$ cat src/rtl/paddsb_pkg.sv
// Shared lane geometry, saturation limits and beat types for the packed
// signed-add pipeline.
package paddsb_pkg;
  localparam int LANE_W    = 4;
  localparam int NUM_LANES = 4;
  localparam int DATA_W    = LANE_W * NUM_LANES;

  localparam logic [LANE_W-1:0] SAT_POS = 4'h7;
  localparam logic [LANE_W-1:0] SAT_NEG = 4'h8;

  typedef logic [LANE_W-1:0]    lane_t;
  typedef logic [DATA_W-1:0]    data_t;
  typedef logic [NUM_LANES-1:0] lane_mask_t;

  typedef struct packed {
    data_t a;
    data_t b;
    logic  sub;
  } operand_t;
endpackage

$ cat src/rtl/paddsb_if.sv
// Operand and result handshake bundle; the master drives operands and
// accepts results, the slave is the pipeline.
interface paddsb_if;
  import paddsb_pkg::*;

  logic       in_valid;
  logic       in_ready;
  data_t      a;
  data_t      b;
  logic       sub;
  logic       out_valid;
  logic       out_ready;
  data_t      sum;
  lane_mask_t lane_ovfl;

  modport master (
    output in_valid, a, b, sub, out_ready,
    input  in_ready, out_valid, sum, lane_ovfl
  );

  modport slave (
    input  in_valid, a, b, sub, out_ready,
    output in_ready, out_valid, sum, lane_ovfl
  );
endinterface

$ cat src/rtl/paddsb_lane.sv
// One combinational signed lane: add or subtract with overflow detect.
// Defining PADDSB_SAT_EN clamps overflowed lanes instead of wrapping.
module paddsb_lane
  import paddsb_pkg::*;
(
  input  lane_t a,
  input  lane_t b,
  input  logic  sub,
  output lane_t result,
  output logic  ovfl
);
  lane_t b_eff;
  lane_t raw;

  // Subtraction is a + ~b + 1, so overflow is judged on the inverted operand.
  assign b_eff = sub ? ~b : b;
  assign raw   = a + b_eff + {{(LANE_W-1){1'b0}}, sub};
  assign ovfl  = (a[LANE_W-1] == b_eff[LANE_W-1]) && (raw[LANE_W-1] != a[LANE_W-1]);

`ifdef PADDSB_SAT_EN
  assign result = ovfl ? (a[LANE_W-1] ? SAT_NEG : SAT_POS) : raw;
`else
  assign result = raw;
`endif
endmodule

$ cat src/rtl/paddsb_pipe.sv
// Two-stage packed signed add/subtract with valid/ready flow control and
// sticky per-lane overflow. Saturation build selected by PADDSB_SAT_EN.
module paddsb_pipe
  import paddsb_pkg::*;
(
  input  logic       clk,
  input  logic       rst_n,
  paddsb_if.slave    bus,
  input  logic       clr_sticky,
  output lane_mask_t ovfl_sticky
);
  logic       s1_valid_reg;
  operand_t   s1_reg;
  logic       out_valid_reg;
  data_t      sum_reg;
  lane_mask_t lane_ovfl_reg;
  lane_mask_t sticky_reg;

  data_t      sum_next;
  lane_mask_t ovfl_next;
  logic       in_fire;
  logic       out_fire;
  logic       s2_load;

  assign out_fire     = out_valid_reg & bus.out_ready;
  assign s2_load      = s1_valid_reg & (~out_valid_reg | bus.out_ready);
  assign bus.in_ready = ~s1_valid_reg | ~out_valid_reg | bus.out_ready;
  assign in_fire      = bus.in_valid & bus.in_ready;

  generate
    for (genvar gi = 0; gi < NUM_LANES; gi++) begin : g_lane
      paddsb_lane u_lane (
        .a      (s1_reg.a[gi*LANE_W +: LANE_W]),
        .b      (s1_reg.b[gi*LANE_W +: LANE_W]),
        .sub    (s1_reg.sub),
        .result (sum_next[gi*LANE_W +: LANE_W]),
        .ovfl   (ovfl_next[gi])
      );
    end
  endgenerate

  always_ff @(posedge clk or negedge rst_n) begin
    if (!rst_n) begin
      s1_valid_reg <= 1'b0;
      s1_reg       <= '0;
    end else if (in_fire) begin
      s1_valid_reg <= 1'b1;
      s1_reg       <= '{a: bus.a, b: bus.b, sub: bus.sub};
    end else if (s2_load) begin
      s1_valid_reg <= 1'b0;
    end
  end

  always_ff @(posedge clk or negedge rst_n) begin
    if (!rst_n) begin
      out_valid_reg <= 1'b0;
      sum_reg       <= '0;
      lane_ovfl_reg <= '0;
    end else if (s2_load) begin
      out_valid_reg <= 1'b1;
      sum_reg       <= sum_next;
      lane_ovfl_reg <= ovfl_next;
    end else if (out_fire) begin
      out_valid_reg <= 1'b0;
    end
  end

  // A clear coinciding with a delivered beat keeps only that beat's flags.
  always_ff @(posedge clk or negedge rst_n) begin
    if (!rst_n) begin
      sticky_reg <= '0;
    end else if (clr_sticky) begin
      sticky_reg <= out_fire ? lane_ovfl_reg : '0;
    end else if (out_fire) begin
      sticky_reg <= sticky_reg | lane_ovfl_reg;
    end
  end

  assign bus.out_valid = out_valid_reg;
  assign bus.sum       = sum_reg;
  assign bus.lane_ovfl = lane_ovfl_reg;
  assign ovfl_sticky   = sticky_reg;
endmodule

$ cat src/flat_wrapper.sv
// flat-port wrapper written by rule: the top's interface ports become plain ports
module paddsb_pipe_flat import paddsb_pkg::*;
  (clk, rst_n, clr_sticky, ovfl_sticky, bus_in_valid, bus_a, bus_b, bus_sub, bus_out_ready, bus_in_ready, bus_out_valid, bus_sum, bus_lane_ovfl);
  paddsb_if bus_i ();
  input  logic clk;
  input  logic rst_n;
  input  logic clr_sticky;
  output lane_mask_t ovfl_sticky;
  input wire logic [$bits(bus_i.in_valid)-1:0] bus_in_valid;
  input wire logic [$bits(bus_i.a)-1:0] bus_a;
  input wire logic [$bits(bus_i.b)-1:0] bus_b;
  input wire logic [$bits(bus_i.sub)-1:0] bus_sub;
  input wire logic [$bits(bus_i.out_ready)-1:0] bus_out_ready;
  output wire logic [$bits(bus_i.in_ready)-1:0] bus_in_ready;
  output wire logic [$bits(bus_i.out_valid)-1:0] bus_out_valid;
  output wire logic [$bits(bus_i.sum)-1:0] bus_sum;
  output wire logic [$bits(bus_i.lane_ovfl)-1:0] bus_lane_ovfl;
  assign bus_i.in_valid = bus_in_valid;
  assign bus_i.a = bus_a;
  assign bus_i.b = bus_b;
  assign bus_i.sub = bus_sub;
  assign bus_i.out_ready = bus_out_ready;
  assign bus_in_ready = bus_i.in_ready;
  assign bus_out_valid = bus_i.out_valid;
  assign bus_sum = bus_i.sum;
  assign bus_lane_ovfl = bus_i.lane_ovfl;
  paddsb_pipe u_core (.clk(clk), .rst_n(rst_n), .bus(bus_i), .clr_sticky(clr_sticky), .ovfl_sticky(ovfl_sticky));
endmodule
$ cat config.mk
export PLATFORM = sky130hd
export DESIGN_NAME = paddsb_pipe_flat
export DESIGN_NICKNAME = d
export VERILOG_FILES = /design/src/rtl/paddsb_pkg.sv /design/src/rtl/paddsb_if.sv /design/src/rtl/paddsb_lane.sv /design/src/rtl/paddsb_pipe.sv /design/src/flat_wrapper.sv
export SDC_FILE = /design/constraint.sdc
export NUM_CORES = 1
export LEC_CHECK = 0
export BUFFER_PORTS_ARGS = -buffer_cell sky130_fd_sc_hd__buf_2
export CORE_MARGIN = 4
export CORE_UTILIZATION = 40
export DETAILED_ROUTE_END_ITERATION = 6
export PLACE_DENSITY = 0.73
export SYNTH_ARGS = -nofsm -noshare
export SYNTH_HDL_FRONTEND = slang
export SYNTH_SLANG_ARGS = --single-unit
$ cat constraint.sdc
create_clock -name clk -period 2.1 [get_ports clk]
set_input_delay 0.42 -clock clk [delete_from_list [all_inputs] [get_ports clk]]
set_output_delay 0.42 -clock clk [all_outputs]
set_load 0.01 [all_outputs]
## Yosys cells after proc, flatten, opt, wreduce, memory -nomap -nowiden

Index checks and enable logic that the tools add are counted.

| storage, ports and cells | value |
|---|---|
| register bits | 59 |
| bits of input ports | 38 |
| output and inout bits | 26 |
| logic and storage cells | 55 |

| cells by class | value |
|---|---|
| add/subtract/negate cells | 8 |
| equal/unequal tests | 8 |
| multiplexer cells | 11 |
| bitwise logic cells | 13 |
| reductions and logical operators | 7 |

Operators with widths:

| cell | count |
|---|---|
| two-way mux 4 bit | 7 |
| adder 4 x 1 -> 4 bit | 4 |
| adder 4 bit | 4 |
| NOT 4 bit | 4 |
| nonzero test 2 bit | 3 |
| equality test 1 bit | 4 |
| logical AND 1 bit | 4 |
| two-way mux 1 bit | 4 |
| != test 1 bit | 4 |
| bitwise OR 4 bit | 1 |
| AND 1 bit | 3 |
| bitwise OR 1 bit | 3 |
| NOT 1 bit | 2 |

## Longest topological paths before layout

Gate-level depths: netlist (run 1).

| logic depth | value |
|---|---|
| depth in word-level cells | 6 |
| mapped depth | 8 |
| depth with buffers taken out | 6 |

## Modules after synthesis

From an unflattened synthesis (run 1), not the netlist that was laid out.

| unflattened totals | value |
|---|---|
| cell total of the unflattened synthesis | 199 |
| area, all modules | 2,974.1 µm² |

Modules (own cells, without submodules):

| module | times used | cells an instance | area each (µm²) | sequential area each (µm²) |
|---|---|---|---|---|
| paddsb_pipe | 1 | 135 | 2,343.5 | 1,476.4 |
| paddsb_lane | 4 | 16 | 157.7 | 0.0 |

## Least setup slack after synthesis (run 1)

Ideal clock, no wire load.

| timing path | value |
|---|---|
| path type | register to register |
| start point | reg u_core.s1_reg[0] (netlist bit) |
| end point | reg u_core.sum_reg[15], in the netlist u_core.bus.sum[15] |
| setup time | 92 ps |
| data arrival time | 1,899 ps |
| required time | 2,008 ps |
| slack | 109 ps |
| stages on the path, launching flop included | 9 |
| path buffers | 2 |
| clock period less this slack | 1,991 ps |
| cells stage by stage | dfrtp_1 buf_6 buf_2 xor2_1 ha_1 a21o_1 a31o_4 and2_4 o31ai_2 |

| on the way | value |
|---|---|
| longest elaborated chain between the ends | 3 |

RTL lines:

| element | RTL line | text |
|---|---|---|
| start: declaration | paddsb_pipe.sv:13 | `operand_t s1_reg;` |
| start signal: assignment | paddsb_pipe.sv:48 | `s1_reg <= '{a: bus.a, b: bus.b, sub: bus.sub};` |
| two-way mux 4 bit | paddsb_lane.sv:16 | `assign b_eff = sub ? ~b : b;` |
| adder 4 bit | paddsb_lane.sv:17 | `assign raw = a + b_eff + {{(LANE_W-1){1'b0}}, sub};` |
| adder 4 x 1 -> 4 bit (*) | paddsb_lane.sv:17 |  |
| end signal: assignment | paddsb_pipe.sv:61 | `sum_reg <= sum_next;` |
| end: declaration | paddsb_pipe.sv:15 | `data_t sum_reg;` |

Every way passes the cells marked *; elsewhere a longest branch is shown, timed or not.
A chain may end at the register's enable or synchronous reset.

## Worst setup path after layout (run 1)

| timing path | value |
|---|---|
| start point | reg u_core.s1_reg[0] (netlist bit) |
| end point | reg u_core.sum_reg[11], in the netlist u_core.bus.sum[11] |

The elaborated chain is that of the path after synthesis.

==> impl_metrics.json, run 1 <==
{
  "syn-num-nets": 268,
  "r2r-start": "u_core.s1_reg[0]",
  "tightest_slew_ns": 0.518,
  "place_area_um2": 3280,
  "period_share_pct": 92.9,
  "ff2ff_setup_slack_ns": 0.15,
  "design_area_um2": 3480,
  "drt-total-wl_um": 5250,
  "numCtsBuffers": 9,
  "grt_pass1_wl_um": 9160,
  "syn_inst": 218,
  "post-cts-setup-buffer-count": 0,
  "drt_pass1_iterations": 4,
  "ioPinCount": 64,
  "endpoint_kind": "flip-flop",
  "status": "finished clean",
  "r2r_end": "u_core.bus.sum[11]",
  "synth_area_um2": 2810,
  "clockBufferDepth": 2,
  "clk-insertion-delay-late_ns": 0.33,
  "cts-root-buf": "clkbuf_8",
  "syn_avg_cell_area_um2": 12.9,
  "tns_ns": 0,
  "min_period_ns": 1.95,
  "path_clk_slew_ns": 0.06,
  "track_usage_pct": 14.0,
  "grt_max_degree": 34,
  "drive_gt1_share_pct": 32.2,
  "finalClockSkew_ns": 0.00831,
  "synth_top_cell_area_share_pct": 52.5,
  "yosysWarnings": 0,
  "reg2reg_depth": 6,
  "drt_iter0_markers": 52,
  "wl_per_cell_um": 13.3,
  "nets": 343,
  "grt-ovfl-total": 0,
  "synth_seq_cells": 59,
  "globalplace.congestion": 0.730,
  "hold_viol_final": 0,
  "grt_pass1_vias": 1940,
  "worstPathRequired_ns": 2.34,
  "num_vias": 1833,
  "ys_types": 27,
  "postCtsResizedCells": 0,
  "power_density_nw_per_um2": 1130,
  "syn2layout_area_growth_pct": 23.7,
  "power.total_mw": 3.92,
  "antenna_found_initial": 0,
  "die_h_um": 91.8,
  "yosysSeqAreaShare_pct": 52.5,
  "arrival_ns": 2.19,
  "ys_async_sr_fraction_pct": 100,
  "synth_edf_count": 0,
  "drcViolationCount": 0,
  "crit_type": "flip-flop to flip-flop",
  "slew_violations": 0,
  "slew-limit-headroom_pct": 65.5,
  "yosysTopAreaCell": "dfrtp_1",
  "clock.fmax_mhz": 513,
  "cts_sinks": 59,
  "synthTopCellsByCount": "dfrtp_1, mux2_1, nand2_1",
  "cts_hold_buf": 0,
  "portBuffers": 63,
  "core_um2": 6790,
  "largest_reg_flops": 33,
  "diodes": 0,
  "num_rows": 30,
  "crit_path_start_kind": "flip-flop",
  "finalSetupViolCount": 0,
  "irDropWorstVdd_mv": 0.660,
  "die-area_um2": 8430,
  "synth_area_leaders": "dfrtp_1, mux2_1, xnor2_1",
  "ant_nets": 0,
  "via_per_inst": 4.65,
  "crit_fanout": 8,
  "ys.flop_type": "dfrtp_1",
  "initial_core_util_pct": 41.4,
  "drv_cap": 0,
  "cts_tree": "done",
  "die_width_um": 91.8,
  "h-tree-depth": 3,
  "dpl.hpwl_um": 4020,
  "hold_class": "input pin to async pin",
  "cellLeakagePower_nw": 1.64,
  "rsz0062_at_grt": "false",
  "synth.most_common_cell": "dfrtp_1"
}
==> layer usage <==
metal,share of wire [%],track usage [%]
met3,5.7,4.02
met4,1.7,5.94
met5,0,0
met1,45,17.3
met2,47,23.0
==> placed cells by master, fill, tap and decap left out, types with 2 or more instances in the layout <==
| master | netlist | routed |
|---|---|---|
| a21o_1 | 3 | 3 |
| o21ai_0 | 4 | 4 |
| nand2_1 | 20 | 20 |
| nand3_1 | 6 | 6 |
| buf_2 | 4 | 63 |
| buf_12 | 0 | 2 |
| inv_1 | 6 | 6 |
| o31ai_1 | 2 | 2 |
| buf_4 | 3 | 7 |
| xor2_1 | 13 | 13 |
| mux2_4 | 2 | 2 |
| clkbuf_8 | 0 | 13 |
| nor2_1 | 2 | 2 |
| o31ai_2 | 2 | 2 |
| fa_1 | 4 | 4 |
| o21ai_1 | 14 | 14 |
| nand2b_1 | 3 | 3 |
| a31o_4 | 2 | 2 |
| and2_4 | 2 | 2 |
| xnor2_1 | 17 | 17 |
| mux2_1 | 36 | 36 |
| clkbuf_1 | 0 | 2 |
| ha_1 | 8 | 8 |
| dfrtp_1 | 59 | 59 |
==> per-stage QoR <==
| stage | instances | hold slack [ns] | setup slack, ns | util [%] |
|---|---|---|---|---|
| floorplan | 218 | 0.124 | 0.109 | - |
| global placement | 378 | 0.414 | 0.202 | 48.3 |
| detailed placement | 378 | 0.427 | 0.146 | 48.3 |
| CTS | 394 | 0.0678 | 0.132 | 51.2 |
| global route | 394 | 0.0918 | 0.0367 | 51.2 |
| finish | 394 | 0.0645 | 0.150 | 51.2 |
==> kinds of logic after synthesis <==
group	synth area share, %
multiplexers	16.3
AO/OA/AOI/OAI	7.17
flip-flops	52.5
XOR/XNOR	9.35
buffers and inverters	2.72
AND/OR/NAND/NOR	5.57
adder cells (fa/ha/maj)	6.41
==> worst max path at each step <==
| stage | from | to | slack [ns] |
|---|---|---|---|
| 3_5_place_dp | u_core.s1_reg[0] | u_core.bus.sum[11] | 0.15 |
| 6_report | u_core.s1_reg[0] | u_core.bus.sum[11] | 0.15 |
| 5_1_grt | u_core.s1_reg[0] | u_core.bus.sum[11] | 0.04 |
| 3_3_place_gp | u_core.s1_reg[0] | u_core.bus.sum[11] | 0.20 |
| 4_1_cts | u_core.s1_reg[0] | u_core.bus.sum[11] | 0.13 |
| 2_1_floorplan | u_core.s1_reg[0] | u_core.bus.sum[15] | 0.11 |
==> where the power goes <==
part / switching, mW / internal, mW
sequential: 0.210 / 1.44
clock: 0.406 / 0.556
combinational: 0.646 / 0.667
==> worst max-delay path, stage by stage, from the launching register on <==
cell and delay, ns:
dfrtp_1 0.54, buf_4 0.21, xor2_1 0.24, ha_1 0.29, a31o_4 0.24, and2_4 0.15, o31ai_2 0.19
==> layout make-up <==
cell class	count	area [µm²]
sequential	59	1480
timing repair buffer	72	408
clock buffer	15	186
clock inverter	1	5.00
tap	96	120
multi-input combinational	145	1260
fill	622	3320
inverter	6	22.5
Power figures use the tool's default switching activity.
==> run 2, diff against run 1 <==
- CAP_MARGIN: unset -> 30
- CORE_MARGIN: 4 -> unset
- CORE_UTILIZATION: 40 -> 48
- PLACE_DENSITY: 0.73 -> 0.84
==> impl_metrics.json, run 2 (same netlist as run 1, synthesis figures left out) <==
{
  "via_per_inst": 5.03,
  "drcViolationCount": 0,
  "portBuffers": 63,
  "status": "finished clean",
  "cts-root-buf": "clkbuf_8",
  "dpl.hpwl_um": 3950,
  "finalClockSkew_ns": 0.00747,
  "clk-insertion-delay-late_ns": 0.34,
  "final_common_cell": "buf_2",
  "place_area_um2": 3250,
  "drt-total-wl_um": 5230,
  "drt_pass1_iterations": 4,
  "wl_met3_um": 234,
  "grt_max_degree": 35,
  "tns_ns": 0,
  "irDropWorstVdd_mv": 0.598,
  "die-area_um2": 6160,
  "place_ws_ns": 0.151,
  "grt_pass1_vias": 1984,
  "num_rows": 27,
  "grt_pass1_wl_um": 9020,
  "initial_core_util_pct": 50.4,
  "die_h_um": 78.5,
  "slew_violations": 0,
  "clock.fmax_mhz": 515,
  "power.total_mw": 4.00,
  "hold_class": "input pin to async pin",
  "path_clk_slew_ns": 0.06,
  "track_usage_pct": 19.9,
  "tightest_slew_ns": 0.592,
  "crit_type": "flip-flop to flip-flop",
  "hold_viol_final": 0,
  "worst_slack_ns": 0.159,
  "nets": 341,
  "cellLeakagePower_nw": 1.64,
  "post-cts-setup-buffer-count": 0,
  "mostFrequentLayoutCells": "buf_2, dfrtp_1, mux2_1, nand2_1, xnor2_1",
  "num_vias": 1846,
  "highest_layer": "met4",
  "grt-ovfl-total": 0,
  "clockBufferDepth": 2,
  "postCtsResizedCells": 0,
  "h-tree-depth": 3,
  "crit_fanout": 8,
  "slew-limit-headroom_pct": 60.5,
  "crit_path_start_kind": "flip-flop",
  "worstPathRequired_ns": 2.33,
  "numCtsBuffers": 9,
  "cts_sinks": 59,
  "endpoint_kind": "flip-flop",
  "globalplace.congestion": 0.768,
  "cts_tree": "done",
  "ant_nets": 0,
  "power_density_nw_per_um2": 1160,
  "design_area_um2": 3450,
  "wl_per_cell_um": 14.2,
  "arrival_ns": 2.17,
  "antenna_found_initial": 0,
  "min_period_ns": 1.94,
  "diodes": 0,
  "wl_met1_um": 2310,
  "cts_hold_buf": 0,
  "finalSetupViolCount": 0,
  "largest_reg_flops": 33,
  "ioPinCount": 64,
  "fillCellCount": 442,
  "wl_met2_um": 2540,
  "core_um2": 5570,
  "period_share_pct": 92.4,
  "die_width_um": 78.5,
  "drv_cap": 0,
  "rsz0062_at_grt": "false",
  "syn2layout_area_growth_pct": 22.6,
  "drt_iter0_markers": 74,
  "drive_gt1_share_pct": 31.5
}
[run 2: critical path, stage by stage (launching register included)]
cell and delay [ns]:
dfrtp_1 0.51, buf_4 0.25, xor2_1 0.16, ha_1 0.28, a21o_1 0.16, a31o_2 0.23
xnor2_1 0.15, o21ai_1 0.08
[run 2: where the power goes]
part	switching, mW	total (mW)	internal (mW)
clock network	0.414	1.02	0.605
logic	0.654	1.32	0.666
registers	0.220	1.66	1.44
[run 2: metal layers]
metal	GRT usage, %	vias to the layer above
met4	13.0	0
li1	-	890
met1	23.5	893
met2	32.3	48
met5	0	-
met3	4.77	15
[run 2: worst paths after layout]
path                                    from                       to  slack, ns  depth (start not counted)
max                         u_core.s1_reg[0]  u_core.bus.lane_ovfl[1]       0.16                          7
min                                    rst_n        u_core.s1_reg[14]       0.08                          1
max reg2reg                 u_core.s1_reg[0]  u_core.bus.lane_ovfl[1]       0.16                          7
min reg2reg                u_core.bus.sum[0]        u_core.bus.sum[0]       0.47                          2
max in group asynchronous              rst_n       u_core.bus.sum[11]       1.44                          2
min in group clk                   bus_b[13]        u_core.s1_reg[14]       0.29                          2
[run 2: cell type report]
cell class	count	area (µm²)	share of cell area [%]
clock buffers	13	159	4.61
clock inverters	2	35.0	1.02
inverters	6	22.5	0.654
multi-input cells	145	1260	36.5
flip-flops and latches	59	1480	42.8
well taps	72	90.1	2.61
repair buffers	70	405	11.8
[run 2: through the flow]
step                      hold WS, ns  std cells  util (%)
after global placement          0.455        352      58.3
after global routing            0.125        367      61.8
after floorplan                 0.124        218         -
after detailed placement        0.453        352      58.3
after CTS                      0.0893        367      61.8
final                          0.0848        367      61.8
==> run 3, diff against run 2 <==
- ABC_AREA: unset -> 1
- CORE_UTILIZATION: 48 -> 45
- PLACE_DENSITY: 0.84 -> 0.79
==> impl_metrics.json, run 3 <==
{
  "syn-num-nets": 396,
  "p_switching_mw": 1.50,
  "slew-limit-headroom_pct": 68.3,
  "status": "complete, but fails checks",
  "initial_core_util_pct": 47.6,
  "synth.most_common_cell": "nand2_1",
  "yosysWarnings": 0,
  "track_usage_pct": 19.8,
  "clockBufferDepth": 2,
  "synthTopCellsByCount": "nand2_1, dfrtp_1, inv_1",
  "grt-ovfl-total": 0,
  "crit_end": "u_core.bus.sum[3]",
  "synth_edf_count": 0,
  "cts_sinks": 59,
  "power.share.sequential_pct": 39.3,
  "globalplace.congestion": 0.822,
  "nets": 466,
  "synth_area_um2": 3090,
  "synth_seq_cells": 59,
  "drt-total-wl_um": 6600,
  "p_sw_share_pct": 35.5,
  "largest_reg_flops": 33,
  "drive_gt1_share_pct": 25.2,
  "die_h_um": 84.9,
  "hold_viol_final": 0,
  "yosysSeqAreaShare_pct": 47.8,
  "r2r_end": "u_core.bus.sum[3]",
  "core_um2": 6490,
  "cp-startpoint": "u_core.s1_reg[0]",
  "multi_input_area_um2": 1390,
  "cellLeakagePower_nw": 2.00,
  "portBuffers": 63,
  "ff2ff_setup_slack_ns": 0.31,
  "via_per_inst": 4.95,
  "post-cts-setup-buffer-count": 0,
  "grt_pass1_vias": 2427,
  "power_density_nw_per_um2": 1150,
  "drt_iter0_markers": 146,
  "hold_class": "input pin to async pin",
  "ioPinCount": 64,
  "finalSetupViolCount": 0,
  "wl_per_cell_um": 13.2,
  "crit_fanout": 13,
  "clock.fmax_mhz": 559,
  "fillCellCount": 578,
  "reg2reg_depth": 12,
  "antenna_found_initial": 0,
  "rsz0062_at_grt": "false",
  "r2r-start": "u_core.s1_reg[0]",
  "worst_slack_ns": 0.310,
  "ff_latch_area_um2": 1480,
  "final_common_cell": "nand2_1",
  "numCtsBuffers": 9,
  "cts_hold_buf": 0,
  "syn_inst": 346,
  "postCtsResizedCells": 0,
  "cts-root-buf": "clkbuf_8",
  "utilization_pct": 56.6,
  "ant_nets": 0,
  "clk-insertion-delay-late_ns": 0.34,
  "worstPathRequired_ns": 2.33,
  "period_share_pct": 85.3,
  "tns_ns": 0,
  "ys_async_sr_fraction_pct": 100,
  "comb_power_share_pct": 35.2,
  "slew_violations": 0,
  "path_clk_slew_ns": 0.07,
  "synth_top_cell_area_share_pct": 47.8,
  "crit_path_start_kind": "flip-flop",
  "num_rows": 29,
  "tightest_slew_ns": 0.475,
  "ys_types": 23,
  "die-area_um2": 7200,
  "yosysTopAreaCell": "dfrtp_1",
  "h-tree-depth": 3,
  "drt_pass1_iterations": 7,
  "irDropWorstVdd_mv": 0.449,
  "endpoint_kind": "flip-flop",
  "syn_avg_cell_area_um2": 8.93,
  "cts_tree": "done",
  "min_period_ns": 1.79,
  "ys.flop_type": "dfrtp_1",
  "dpl.hpwl_um": 4680,
  "arrival_ns": 2.02,
  "num_vias": 2466,
  "finalClockSkew_ns": 0.00894,
  "internal-power_mw": 2.72,
  "drcViolationCount": 5,
  "crit_type": "flip-flop to flip-flop",
  "die_width_um": 84.9,
  "grt_pass1_wl_um": 11100,
  "place_ws_ns": 0.314,
  "drv_cap": 0,
  "grt_max_degree": 60,
  "mostFrequentLayoutCells": "nand2_1, buf_2, dfrtp_1, inv_1, nor2_1",
  "diodes": 0,
  "syn2layout_area_growth_pct": 19.0,
  "violations": "design-rule violations",
  "synth_area_leaders": "dfrtp_1, nand2_1, mux2_4",
  "pwr-share-clk_pct": 25.5
}
[run 3: layer usage]
layer	track usage, %	vias to the layer above	routed length (µm)
met1	26.9	1139	3060
li1	-	1234	-
met4	9.86	0	116
met3	3.40	12	421
met2	31.0	81	3000
met5	0	-	0
[run 3: per-stage QoR]
| stage | area (µm²) | hold slack, ns | std cells | power, mW |
|---|---|---|---|---|
| 3_3_place_gp | 3470 | 0.450 | 482 | 3.08 |
| 3_5_place_dp | 3470 | 0.451 | 482 | 3.15 |
| 4_1_cts | 3670 | 0.0827 | 498 | 4.24 |
| 2_1_floorplan | 3090 | 0.124 | 346 | 2.66 |
| 6_report | 3670 | 0.0757 | 498 | 4.22 |
| 5_1_grt | 3670 | 0.107 | 498 | 4.50 |
[run 3: cell type report]
class                      instances  share of cell area [%]
timing repair buffer              70                    10.4
inverter                          33                    3.37
clock inverter                     1                   0.817
clock buffer                      15                    4.80
tap                               77                    2.62
sequential                        59                    40.2
multi-input combinational        243                    37.9
[run 3: logic make-up (layout without fill, tap and decap cells)]
| logic type | after synthesis | after routing | synth area share, % |
|---|---|---|---|
| and+or+nand+nor | 169 | 169 | 22.6 |
| muxes | 15 | 15 | 6.93 |
| xor gates and xnor gates | 12 | 12 | 3.40 |
| AOI/OAI and AO/OA | 35 | 35 | 6.24 |
| adders and majority gates | 12 | 12 | 5.83 |
| buffers and inverters | 44 | 119 | 7.17 |
| DFF | 59 | 59 | 47.8 |
[run 3: power groups by stage]
| stage | Sequential [mW] | Clock, mW | Combinational (mW) |
|---|---|---|---|
| 6_report | 1.66 | 1.07 | 1.48 |
| 5_1_grt | 1.70 | 1.14 | 1.67 |
| 4_1_cts | 1.66 | 1.09 | 1.49 |
| 3_5_place_dp | 1.67 | 0 | 1.48 |
| 3_3_place_gp | 1.67 | 0 | 1.41 |
| 2_1_floorplan | 1.73 | 0 | 0.923 |
[run 3: worst min path at each step]
stage                                    to  slack (ns)  depth (start not counted)
floorplan           u_core.bus.lane_ovfl[0]        0.12                          0
global placement          u_core.bus.sum[5]        0.45                          2
detailed placement        u_core.bus.sum[5]        0.45                          2
CTS                       u_core.bus.sum[6]        0.08                          2
global route              u_core.s1_reg[24]        0.11                          2
finish                    u_core.bus.sum[6]        0.08                          2
[run 3: critical path, cell delays in order, from the launching register on]
cell     delay [ns]
dfrtp_1        0.38
buf_4          0.20
xnor2_1        0.26
inv_1          0.09
ha_1           0.27
nand2_1        0.06
inv_1          0.04
nand3_1        0.09
nand2_1        0.08
inv_1          0.06
nand2_1        0.04
nand3_1        0.06
nand2_1        0.05
